**src/rtl/alu_iter.sv**
```systemverilog
// alu_iter: multi-cycle ALU, short ops in fixed latency, MUL/DIV/REM by WIDTH-step iteration
module alu_iter #(
  parameter int WIDTH = 8,
  parameter int CW = $clog2(WIDTH + 1)
) (
  input  logic             clk,
  input  logic             rst,
  input  logic             start,
  input  logic [3:0]       op,
  input  logic             signed_mode,
  input  logic [WIDTH-1:0] a,
  input  logic [WIDTH-1:0] b,
  input  logic             carryin,
  input  logic             oe,
  output logic             busy,
  output logic             done,
  output logic [WIDTH-1:0] result,
  output logic [WIDTH-1:0] remainder,
  output logic             flag_z,
  output logic             flag_n,
  output logic             flag_c,
  output logic             flag_v,
  output logic             flag_dz
);
  typedef enum logic [2:0] {S_IDLE, S_LOAD, S_ITER, S_FIXUP, S_DONE} state_t;
  state_t             r_state;
  logic [3:0]         r_op;
  logic               r_sgn, r_cin, r_neg_q, r_neg_r, r_done;
  logic [WIDTH-1:0]   r_a, r_b, r_ma, r_mb, r_result, r_rem;
  logic [2*WIDTH-1:0] r_p;
  logic [CW-1:0]      r_cnt;
  logic               r_z, r_n, r_c, r_v, r_dz;
  logic               w_iter, w_mul, w_ci, w_addv, w_bz, w_mulv, w_divv;
  logic [WIDTH-1:0]   w_bx, w_ma, w_mb, w_q, w_r;
  logic [WIDTH:0]     w_sum, w_hi, w_sh, w_diff;
  logic [2*WIDTH-1:0] w_prod;
  logic [WIDTH-1:0]   w_res, w_rm;
  logic               w_c, w_v, w_dz, w_zn_en;
  assign w_iter = r_op[3:2] == 2'b10;
  assign w_mul  = r_op[3:1] == 3'b100;
  // SUB/SBC use ~b; SUB forces carry-in 1, ADC/SBC take the latched carry
  assign w_bx   = r_op[0] ? ~r_b : r_b;
  assign w_ci   = r_op[1] ? r_cin : r_op[0];
  assign w_sum  = {1'b0, r_a} + {1'b0, w_bx} + {{WIDTH{1'b0}}, w_ci};
  assign w_addv = (r_a[WIDTH-1] == w_bx[WIDTH-1]) && (w_sum[WIDTH-1] != r_a[WIDTH-1]);
  assign w_ma   = (r_sgn && r_a[WIDTH-1]) ? -r_a : r_a;
  assign w_mb   = (r_sgn && r_b[WIDTH-1]) ? -r_b : r_b;
  assign w_bz   = r_b == '0;
  // r_p holds {acc, multiplier} for MUL and {partial remainder, dividend/quotient} for DIV
  assign w_hi   = {1'b0, r_p[2*WIDTH-1:WIDTH]} + {1'b0, r_p[0] ? r_ma : {WIDTH{1'b0}}};
  assign w_sh   = {r_p[2*WIDTH-1:WIDTH], r_p[WIDTH-1]};
  assign w_diff = w_sh - {1'b0, r_mb};
  assign w_prod = r_neg_q ? -r_p : r_p;
  assign w_q    = w_bz ? '1 : r_neg_q ? -r_p[WIDTH-1:0] : r_p[WIDTH-1:0];
  assign w_r    = w_bz ? r_a : r_neg_r ? -r_p[2*WIDTH-1:WIDTH] : r_p[2*WIDTH-1:WIDTH];
  assign w_mulv = r_sgn ? (w_prod[2*WIDTH-1:WIDTH] != {WIDTH{w_prod[WIDTH-1]}})
                        : (w_prod[2*WIDTH-1:WIDTH] != '0);
  assign w_divv = r_sgn && (r_op == 4'd10) && (r_a == {1'b1, {(WIDTH-1){1'b0}}}) && (r_b == '1);
  // next result and flags: short ops evaluated in LOAD, iterative ops in FIXUP
  always_comb begin
    w_res   = '0;
    w_rm    = '0;
    w_c     = 1'b0;
    w_v     = 1'b0;
    w_dz    = 1'b0;
    w_zn_en = 1'b1;
    if (r_state == S_FIXUP) begin
      w_res = (r_op == 4'd8) ? w_prod[WIDTH-1:0] : (r_op == 4'd9) ? w_prod[2*WIDTH-1:WIDTH] :
              (r_op == 4'd10) ? w_q : w_r;
      w_rm  = w_mul ? '0 : w_r;
      w_v   = w_mul ? w_mulv : w_divv;
      w_dz  = !w_mul && w_bz;
    end else begin
      w_res   = (r_op[3:2] == 2'b00) ? w_sum[WIDTH-1:0] : (r_op == 4'd4) ? (r_a & r_b) :
                (r_op == 4'd5) ? (r_a | r_b) : (r_op == 4'd6) ? (r_a ^ r_b) :
                (r_op == 4'd7) ? ~r_a : '0;
      w_c     = (r_op[3:2] == 2'b00) && w_sum[WIDTH];
      w_v     = (r_op[3:2] == 2'b00) && w_addv;
      w_zn_en = !r_op[3];
    end
  end
  // control FSM with datapath registers and registered outputs
  always_ff @(posedge clk) begin
    if (rst) begin
      r_state  <= S_IDLE;
      r_done   <= 1'b0;
      r_result <= '0;
      r_rem    <= '0;
      r_z      <= 1'b0;
      r_n      <= 1'b0;
      r_c      <= 1'b0;
      r_v      <= 1'b0;
      r_dz     <= 1'b0;
      r_cnt    <= '0;
    end else begin
      r_done <= 1'b0;
      if ((r_state == S_LOAD && !w_iter) || r_state == S_FIXUP) begin
        r_result <= w_res;
        r_rem    <= w_rm;
        r_z      <= w_zn_en && (w_res == '0);
        r_n      <= w_zn_en && w_res[WIDTH-1];
        r_c      <= w_c;
        r_v      <= w_v;
        r_dz     <= w_dz;
      end
      case (r_state)
        S_IDLE: if (start) begin
          r_op    <= op;
          r_sgn   <= signed_mode;
          r_a     <= a;
          r_b     <= b;
          r_cin   <= carryin;
          r_state <= S_LOAD;
        end
        S_LOAD: begin
          r_ma    <= w_ma;
          r_mb    <= w_mb;
          r_neg_q <= r_sgn && (r_a[WIDTH-1] ^ r_b[WIDTH-1]);
          r_neg_r <= r_sgn && r_a[WIDTH-1];
          r_p     <= {{WIDTH{1'b0}}, w_mul ? w_mb : w_ma};
          r_cnt   <= CW'(WIDTH);
          r_state <= w_iter ? S_ITER : S_DONE;
        end
        S_ITER: begin
          r_p     <= w_mul ? {w_hi, r_p[WIDTH-1:1]}
                           : {w_diff[WIDTH] ? w_sh[WIDTH-1:0] : w_diff[WIDTH-1:0], r_p[WIDTH-2:0], ~w_diff[WIDTH]};
          r_cnt   <= r_cnt - CW'(1);
          r_state <= (r_cnt == CW'(1)) ? S_FIXUP : S_ITER;
        end
        S_FIXUP: r_state <= S_DONE;
        S_DONE: begin
          r_done  <= 1'b1;
          r_state <= S_IDLE;
        end
        default: r_state <= S_IDLE;
      endcase
    end
  end
  assign busy      = r_state != S_IDLE;
  assign done      = r_done;
  assign result    = oe ? r_result : '0;
  assign remainder = r_rem;
  assign flag_z    = r_z;
  assign flag_n    = r_n;
  assign flag_c    = r_c;
  assign flag_v    = r_v;
  assign flag_dz   = r_dz;
endmodule

```
**config.mk**
```make
export PLATFORM = sky130hd
export DESIGN_NAME = alu_iter
export DESIGN_NICKNAME = d
export VERILOG_FILES = /design/src/rtl/alu_iter.sv
export SDC_FILE = /design/constraint.sdc
export NUM_CORES = 1
export LEC_CHECK = 0
export BUFFER_PORTS_ARGS = -buffer_cell sky130_fd_sc_hd__buf_2
export CAP_MARGIN = 30
export CORE_AREA = 2 2 111 113
export CTS_CLUSTER_DIAMETER = 60
export DETAILED_ROUTE_END_ITERATION = 8
export DIE_AREA = 0 0 113 115
export GPL_ROUTABILITY_DRIVEN = 1
export PLACE_DENSITY = 0.84
export SETUP_SLACK_MARGIN = 0.1
export SLEW_MARGIN = 30
export SYNTH_ARGS = -nofsm -noshare
export SYNTH_HDL_FRONTEND = slang
export SYNTH_SLANG_ARGS = --single-unit
```
**constraint.sdc**
```tcl
create_clock -name clk -period 4.43 [get_ports clk]
set_input_delay 0.443 -clock clk [delete_from_list [all_inputs] [get_ports clk]]
set_output_delay 0.443 -clock clk [all_outputs]
set_load 0.01 [all_outputs]
```
Word-level counts from Yosys, hierarchy flattened
Cells that the tools add are included.
{"block": "totals", "inputBits": 26, "out_inout_bits": 23, "word_cells": 123, "regBits": 85}
{"block": "classes", "bitwise_logic": 8, "addsub": 10, "mux": 38, "eq_ne": 20, "n_reduce_logical": 27}
{"op": "$mux 8", "n": 22}
{"op": "$mux 16", "n": 2}
{"op": "$neg 8->8", "n": 4}
{"op": "$pmux 16 s2", "n": 1}
{"op": "$add 8x8->9", "n": 2}
{"op": "$eq 4x3->1 const B", "n": 4}
{"op": "$eq 8x8->1 const B", "n": 2}
{"op": "$logic_not 8->1", "n": 2}
{"op": "$neg 16->16", "n": 1}
{"op": "$not 8->8", "n": 2}
{"op": "$logic_and 1x1->1", "n": 13}
{"op": "$eq 4x4->1 const B", "n": 3}
{"op": "$pmux 3 s4", "n": 1}
{"op": "$add 9x1->9", "n": 1}
{"op": "$mux 1", "n": 9}
{"op": "$sub 9x8->9", "n": 1}
{"op": "$and 8x8->8", "n": 1}
{"op": "$ne 8x8->1", "n": 1}
{"op": "$or 8x8->8", "n": 1}
{"op": "$pmux 4 s2", "n": 1}
{"op": "$reduce_bool 8->1", "n": 1}
{"op": "$xor 8x8->8", "n": 1}
{"op": "$eq 3x2->1 const B", "n": 2}
{"op": "$eq 3x3->1 const B", "n": 2}
{"op": "other kinds (18)", "n": 23}

Depth between registers and ports, before layout
Gate-level depths: netlist of run 1.
{"block": "logic_depth", "word_depth": 9, "depth_mapped": 15}

Worst setup path after synthesis of run 1
Ideal clock, no wire load.
{"block": "synth_timing", "path_type": "reg2reg", "start": "reg r_op[0]", "end": "reg r_z (netlist: flag_z)", "path_stages_with_launch": 16, "arrival_ns": 3.811, "setup_slack_ns": 0.561, "path_buffers": 4, "path_cell_list": "edfxtp_1 buf_2 clkbuf_1 buf_1 clkbuf_1 xor2_1 fa_1 fa_1 a211oi_1 o21ai_0 nand4_1 o21ai_0 a211oi_1 o2111ai_1 nor4_1 a31o_2"}
{"block": "synth_between", "elab_chain_cells": 9, "word_cells_on_any_way": 22}
{"item": "start, declared", "line": "27", "rtl": "logic [3:0] r_op;"}
{"item": "start signal, assigned", "line": "108", "rtl": "r_op <= op;"}
{"item": "parallel branches: the longest is 6 deep, another holds $add 8x8->9"}
{"item": "$mux 8 *", "line": "67", "rtl": "if (r_state == S_FIXUP) begin"}
{"item": "$logic_not 8->1 *", "line": "100", "rtl": "r_z <= w_zn_en && (w_res == '0);"}
{"item": "$logic_and 1x1->1 *", "line": "100"}
{"item": "end signal, assigned", "line": "100"}
{"item": "end, declared", "line": "32", "rtl": "logic r_z, r_n, r_c, r_v, r_dz;"}
Mark *: on every way between the ends.
A chain may end at the register's enable or synchronous reset.

Worst setup path in the final report of run 1
{"block": "layout_timing", "start": "reg r_op[1]", "end": "reg r_z (netlist: flag_z)"}
{"block": "layout_between", "elab_chain_cells": 9, "word_cells_on_any_way": 20}
{"item": "parallel branches: the longest is 6 deep, another holds $add 9x1->9"}
{"item": "$mux 8 *", "line": "67"}
{"item": "$logic_not 8->1 *", "line": "100"}
{"item": "$logic_and 1x1->1 *", "line": "100"}
Marks and branches as above.

==> summary.txt, run 1 <==
Routed WL -> 18.1 mm
Final RePlAce weighted congestion -> 0.969
Post-DP HPWL -> 13.5 mm
Overflow after GRT -> 0
Post-route setup slack -> 769 ps
Cell chain of the critical path -> mux2_2 -> fa_1 -> fa_1 -> a211oi_1 -> o21ai_0 -> nand4_1 -> o21ai_0 -> a211oi_1 -> o2111ai_1 -> nor4_1 -> a31o_2
Hold WC Path Type -> in -> reg
CTS tree -> yes
Antenna violations before repair -> 0
Setup violations, final -> 0
R2r startpoint -> r_op[1]
First-pass GRT wire length -> 28.6 mm
RSZ-0062 raised after global routing -> false
Fraction of layout cells with a size suffix above 1 -> 14.5%
Skew-Pair Late Insertion Delay -> 350 ps
Leakage power -> 0.00290 uW
Core area -> 11,800 um^2
# nets final -> 812
Synth top area cells -> edfxtp_1, ha_1, dfxtp_1, xnor2_1, mux4_2
CTS buffer count -> 9
Syn Inst Count -> 708
Sw frac -> 28.2%
Avg Inst Size Synth -> 9.25 um^2
Max FO, Critical Path -> 13
Post-DR vias/cell -> 6.34
H-tree depth -> 3
Initial DRC count -> 455
CTS clk-pin slew, worst paths -> 60 ps
Sink Count -> 85
Layout Cells excl Fill -> 886
Hold Vio Cnt, Final -> 0
CP Class -> reg -> reg
Worst EP arrival -> 3960 ps
HP Start -> op[2]
Cell Area, Synth -> 6550 um^2
Slew @ Worst Pin -> 918 ps
Top delay family on crit path -> compound AO/OA/AOI/OAI gates
Post-synth cell types -> 68
Total global-route track usage -> 28.6%
Crit path required time -> 4730 ps
Worst Hold Endpoint -> r_op[2]
Switching pwr -> 576 uW
Register area share after synthesis -> 34.6%
WL/cell -> 20.4 um
Cts repair resizes -> 0
Syn Nets -> 785
Int Power -> 1470 uW
Count leader, synth -> nor2_1
Largest net degree at the start of global routing -> 38
Fillers -> 981
Reg power frac -> 45.6%
Postcts setup bufs -> 0
Post-synth top cells -> nor2_1, edfxtp_1, nand2_1
Slew HR -> 38.7%
Maximum capacitance violations -> 0
Ant diodes -> 0
Via count -> 5,621
#FFs+latches synth -> 85
Rows -> 40
Share of flip-flops with an asynchronous set or reset -> 0%
Initial core utilization -> 55.4%
Pwr dens -> 286 nW/um^2
Drt drc -> 0
Max stage delay on crit path -> 690 ps
PortBufs -> 48
P&R area growth vs syn -> 9.48%
Placed Cells -> 871
Hold depth -> 1
Area after DPL -> 6880 um^2
Die Ht -> 115 um
Slowest-stage cell, CP -> edfxtp_1
Main flop type after synthesis -> edfxtp_1
Comb power frac -> 17.6%
Clock network fraction of total power -> 36.8%
Die area -> 13,000 um^2
Vias in the first global route -> 5,359
Cell taking the most area after synthesis -> edfxtp_1
Synth top area share -> 25.7%
Post-route cell area -> 7170 um^2
Final core utilization -> 60.7%
Post-synth EDFFs -> 56
Fmax -> 0.273 GHz
Min cycle time layout -> 3660 ps
Die width -> 113 um
Clock buffer depth -> 2
Root buffer cell -> clkbuf_16
Crit end category -> flop
Pins Over Slew Limit -> 0
Hold buffers post-CTS -> 0
Total iterations of the first detailed-routing run -> 6
Buf/Inv on CP -> 0
Fin crit share -> 82.6%
Reg2Reg Setup Slack -> 770 ps
Startpoint Class -> flop
Total negative slack -> 0 ps
R2r worst-path depth -> 11
Crit Reg-Reg Endpoint -> flag_z
Max VDD drop -> 0.222 mV
Clock Skews -> 9.58 ps
IO Pins -> 49
Synth warnings -> 0
Status -> complete, no violations
Worst slack at placement -> 886 ps
Post-route ant nets -> 0
==> worst max-delay path by stage <==
stage                     startpoint  cells after the start  slack, ps  endpoint
final                        r_op[1]                     11        770    flag_z
after global placement       r_op[1]                     11       1130    flag_z
after CTS                    r_op[1]                     11        840    flag_z
after global routing         r_op[1]                     11        670    flag_z
after detailed placement     r_op[1]                     11        890    flag_z
after floorplan              r_op[0]                     15        560    flag_z
==> registers in the layout, summed over array words and instances (netlist names), 3 cells and up <==
register and count:
r_a 8, r_b 8, r_cnt 4, r_ma 8
r_mb 8, r_op 4, r_p 16, r_result 8
r_state 3, remainder 8
==> cells by family after synthesis <==
group | after synthesis | share of synthesized area [%]
buffers and inverters | 90 | 5.24
muxes | 29 | 7.40
xor gates and xnor gates | 53 | 7.09
and+or+nand+nor | 230 | 18.1
AOI/OAI and AO/OA | 170 | 17.4
DFF | 85 | 34.6
adders and majority gates | 51 | 10.2
==> per-layer routing <==
layer  GRT usage, %  part of all wire (%)  vias to the layer above
met3           5.17                   7.4                       50
met2           46.6                    48                      241
met4           13.3                   3.9                        0
met1           37.3                    41                     2701
li1               -                     -                     2629
met5              0                     0                        -
==> through the flow <==
step | total power [uW] | hold WS [ps]
global placement | 1280 | 440
detailed placement | 1300 | 444
global route | 2120 | 260
finish | 2050 | 264
CTS | 2040 | 262
floorplan | 1190 | 444
==> cell type report <==
cell class              count  area [um^2]  share of cell area [%]
inverters                  50          188                    2.62
repair buffers             56          300                    4.19
multi-input cells         533         3950                    55.1
flip-flops and latches     85         2260                    31.6
clock inverters             5         52.6                   0.733
well taps                 147          184                    2.57
clock buffers              10          229                    3.19
==> power groups by stage <==
stage          clock network, uW  logic, uW  registers [uW]
2_1_floorplan                  0        276             919
3_3_place_gp                   0        338             946
3_5_place_dp                   0        351             949
4_1_cts                      753        355             932
5_1_grt                      785        396             937
6_report                     753        360             933
==> layout by cell type, fill, tap and decap left out, types with 4 or more instances in the layout <==
cell,n
a211oi_1,18
a21o_1,7
a21oi_1,44
a31oi_1,5
a32oi_1,5
and2_1,19
and3_1,5
buf_2,48
buf_4,8
clkbuf_16,9
dfxtp_1,29
edfxtp_1,56
fa_1,4
ha_1,47
inv_1,50
mux2_2,5
mux2i_1,9
mux4_2,12
nand2_1,52
nand2b_1,8
nand3_1,11
nand4_1,6
nor2_1,64
nor2b_1,8
nor3_1,14
nor3b_1,6
nor4_1,7
o211ai_1,9
o21a_1,7
o21ai_0,27
o22ai_1,5
o31ai_1,5
or2_2,4
or3b_2,5
xnor2_1,33
xor2_1,20
Power figures use the tool's default switching activity.
==> run 2: changes to the inputs <==
--- a/config.mk
+++ b/config.mk
@@ -7,12 +7,12 @@
 export LEC_CHECK = 0
 export BUFFER_PORTS_ARGS = -buffer_cell sky130_fd_sc_hd__buf_2
 export CAP_MARGIN = 30
-export CORE_AREA = 2 2 111 113
+export CORE_AREA = 2 2 112 114
 export CTS_CLUSTER_DIAMETER = 60
 export DETAILED_ROUTE_END_ITERATION = 8
-export DIE_AREA = 0 0 113 115
+export DIE_AREA = 0 0 114 116
 export GPL_ROUTABILITY_DRIVEN = 1
-export PLACE_DENSITY = 0.84
+export PLACE_DENSITY = 0.85
 export SETUP_SLACK_MARGIN = 0.1
 export SLEW_MARGIN = 30
 export SYNTH_ARGS = -nofsm -noshare
==> constraint.sdc (replaced) <==
create_clock -name clk -period 2.95 [get_ports clk]
set_input_delay 0.295 -clock clk [delete_from_list [all_inputs] [get_ports clk]]
set_output_delay 0.295 -clock clk [all_outputs]
set_load 0.01 [all_outputs]
==> summary.txt, run 2 (synthesis gave the netlist of run 1 again) <==
CTS buffer count -> 9 (unchanged)
Fmax -> 0.333 GHz (+22%)
Crit path required time -> 3240 ps (-1490 ps)
Ant diodes -> 0 (unchanged)
Overflow after GRT -> 0 (unchanged)
Clock Skews -> 9.92 ps (+0.337 ps)
Pwr dens -> 418 nW/um^2 (+46%)
Drt drc -> 0 (unchanged)
Via count -> 6,026 (+7.2%)
Post-DR vias/cell -> 6.43 (+1.4%)
CP endpoint -> flag_z
Most frequent cells in the layout -> nor2_1, edfxtp_1, buf_4
Max VDD drop -> 0.358 mV (+61%)
WL/cell -> 21.1 um (+3.1%)
R2r startpoint -> r_op[0]
Fraction of layout cells with a size suffix above 1 -> 23.8% (+9.3 points)
Post-route setup slack -> -51.5 ps (-820 ps)
Setup violations, final -> 2 (+2)
Initial DRC count -> 719 (+58%)
Post-route cell area -> 7750 um^2 (+8.1%)
Die area -> 13,200 um^2 (+1.8%)
Die Ht -> 116 um (+0.87%)
Pins Over Slew Limit -> 0 (unchanged)
CP startpoint -> r_op[0]
Core area -> 11,900 um^2 (+0.85%)
Failing checks -> negative setup slack
Slew @ Worst Pin -> 907 ps (-10.2 ps)
P&R area growth vs syn -> 18.3%
First-pass GRT wire length -> 30.3 mm (+6.0%)
Max FO, Critical Path -> 3 (-10)
Status -> finished, violations left
Slew HR -> 39.5% (+0.81 points)
CTS tree -> yes
Crit end category -> flop
Reg2Reg Setup Slack -> -50 ps (-820 ps)
Area after DPL -> 7140 um^2 (+3.7%)
Total iterations of the first detailed-routing run -> 7 (+1)
Sink Count -> 85 (unchanged)
CTS clk-pin slew, worst paths -> 70 ps (about the same)
Commonest non-fill, non-tap cell in the layout -> nor2_1
Hold Vio Cnt, Final -> 0 (unchanged)
Skew-Pair Late Insertion Delay -> 340 ps (about the same)
Startpoint Class -> flop
Fin crit share -> 102% (+19 points)
Hold WC Path Type -> in -> reg
Routed WL -> 19.7 mm (+9.1%)
Hold buffers post-CTS -> 0 (unchanged)
Antenna violations before repair -> 0 (unchanged)
Final RePlAce weighted congestion -> 0.976 (+0.68%)
Max reg flops -> 16 (unchanged)
Min cycle time layout -> 3000 ps (-660 ps)
Maximum capacitance violations -> 0 (unchanged)
Post-route ant nets -> 0 (unchanged)
PnR Total Power -> 3240 uW (+58%)
Post-DP HPWL -> 14.2 mm (+5.0%)
Crit Reg-Reg Endpoint -> flag_z
R2r worst-path depth -> 11 (unchanged)
CP Class -> reg -> reg
Worst EP arrival -> 3290 ps (-670 ps)
Largest Register -> r_p
Die width -> 114 um (+0.88%)
Largest net degree at the start of global routing -> 29 (-24%)
RSZ-0062 raised after global routing -> true
Total global-route track usage -> 29.8% (+1.2 points)
Clock buffer depth -> 2 (unchanged)
Vias in the first global route -> 5,855 (+9.3%)
Rows -> 40 (unchanged)
PortBufs -> 48 (unchanged)
# nets final -> 862 (+6.2%)
IO Pins -> 49 (unchanged)
Initial core utilization -> 55.0% (-0.47 points)
Root buffer cell -> clkbuf_16
Hold depth -> 1 (unchanged)
Leakage power -> 0.00320 uW (+10%)
H-tree depth -> 3 (unchanged)
run 2: cell types whose count changed in the layout (fill, tap and decap cells not counted), sizes merged:
cell / delta
buf: +50
clkbuf: -1
clkinv: -1
clkinvlp: -2
inv: +5
run 2: stage by stage:
stage	cells	worst slack [ps]	utilization, %	setup TNS (ps)	hold slack (ps)
2_1_floorplan	708	-226	-	-446	394
3_3_place_gp	902	67.1	59.9	0	442
3_5_place_dp	902	-16.4	59.9	-16.4	447
4_1_cts	922	-71.2	63.0	-71.2	121
5_1_grt	937	-139	65.0	-235	119
6_report	937	-51.5	65.0	-96.7	125
run 2: per-layer routing:
metal	wire (um)	vias up	GRT usage, %
met5	0	-	0
met1	7610	2860	37.4
li1	-	2737	-
met4	1030	0	15.3
met2	9330	348	49.8
met3	1770	81	5.28
run 2: timing repair:
| item | 4_1_cts | 5_1_grt |
|---|---|---|
| resized for setup | 5 | 30 |
| pin swaps | 2 | 13 |
| cloned | 0 | 1 |
| endpoints found under the setup margin | 10 | 13 |
| buffers inserted | 4 | 14 |
run 2: where the power goes:
part | switching, uW | internal [uW] | total [uW] | leakage [uW]
logic | 365 | 287 | 653 | 0.00229
clock network | 523 | 679 | 1200 | 0.000155
registers | 60.1 | 1320 | 1380 | 0.000752
total | 948 | 2290 | 3240 | 0.00320
run 2: worst min-delay path by stage:
| stage | startpoint | slack [ps] | to |
|---|---|---|---|
| 3_5_place_dp | remainder[2] | 450 | remainder[2] |
| 6_report | op[3] | 120 | r_op[3] |
| 3_3_place_gp | remainder[1] | 440 | remainder[1] |
| 4_1_cts | a[6] | 120 | r_a[6] |
| 2_1_floorplan | a[0] | 390 | r_a[0] |
| 5_1_grt | op[3] | 120 | r_op[3] |
run 2: cell type report:
class | instances | area, um^2
inverter | 50 | 188
fill | 927 | 4160
timing repair buffer | 106 | 688
tap | 147 | 184
multi-input combinational | 533 | 4110
clock buffer | 9 | 225
clock inverter | 7 | 87.6
sequential | 85 | 2260
run 2: critical path, cell delays in order, from the launching register on:
cell and delay (ps):
edfxtp_1 440, buf_6 150, xor2_1 170, fa_2 380, fa_2 400, a21o_1 220, a211oi_2 240, nor3_2 70
o21ai_2 180, o211ai_1 230, nor4_2 260, a31o_2 190
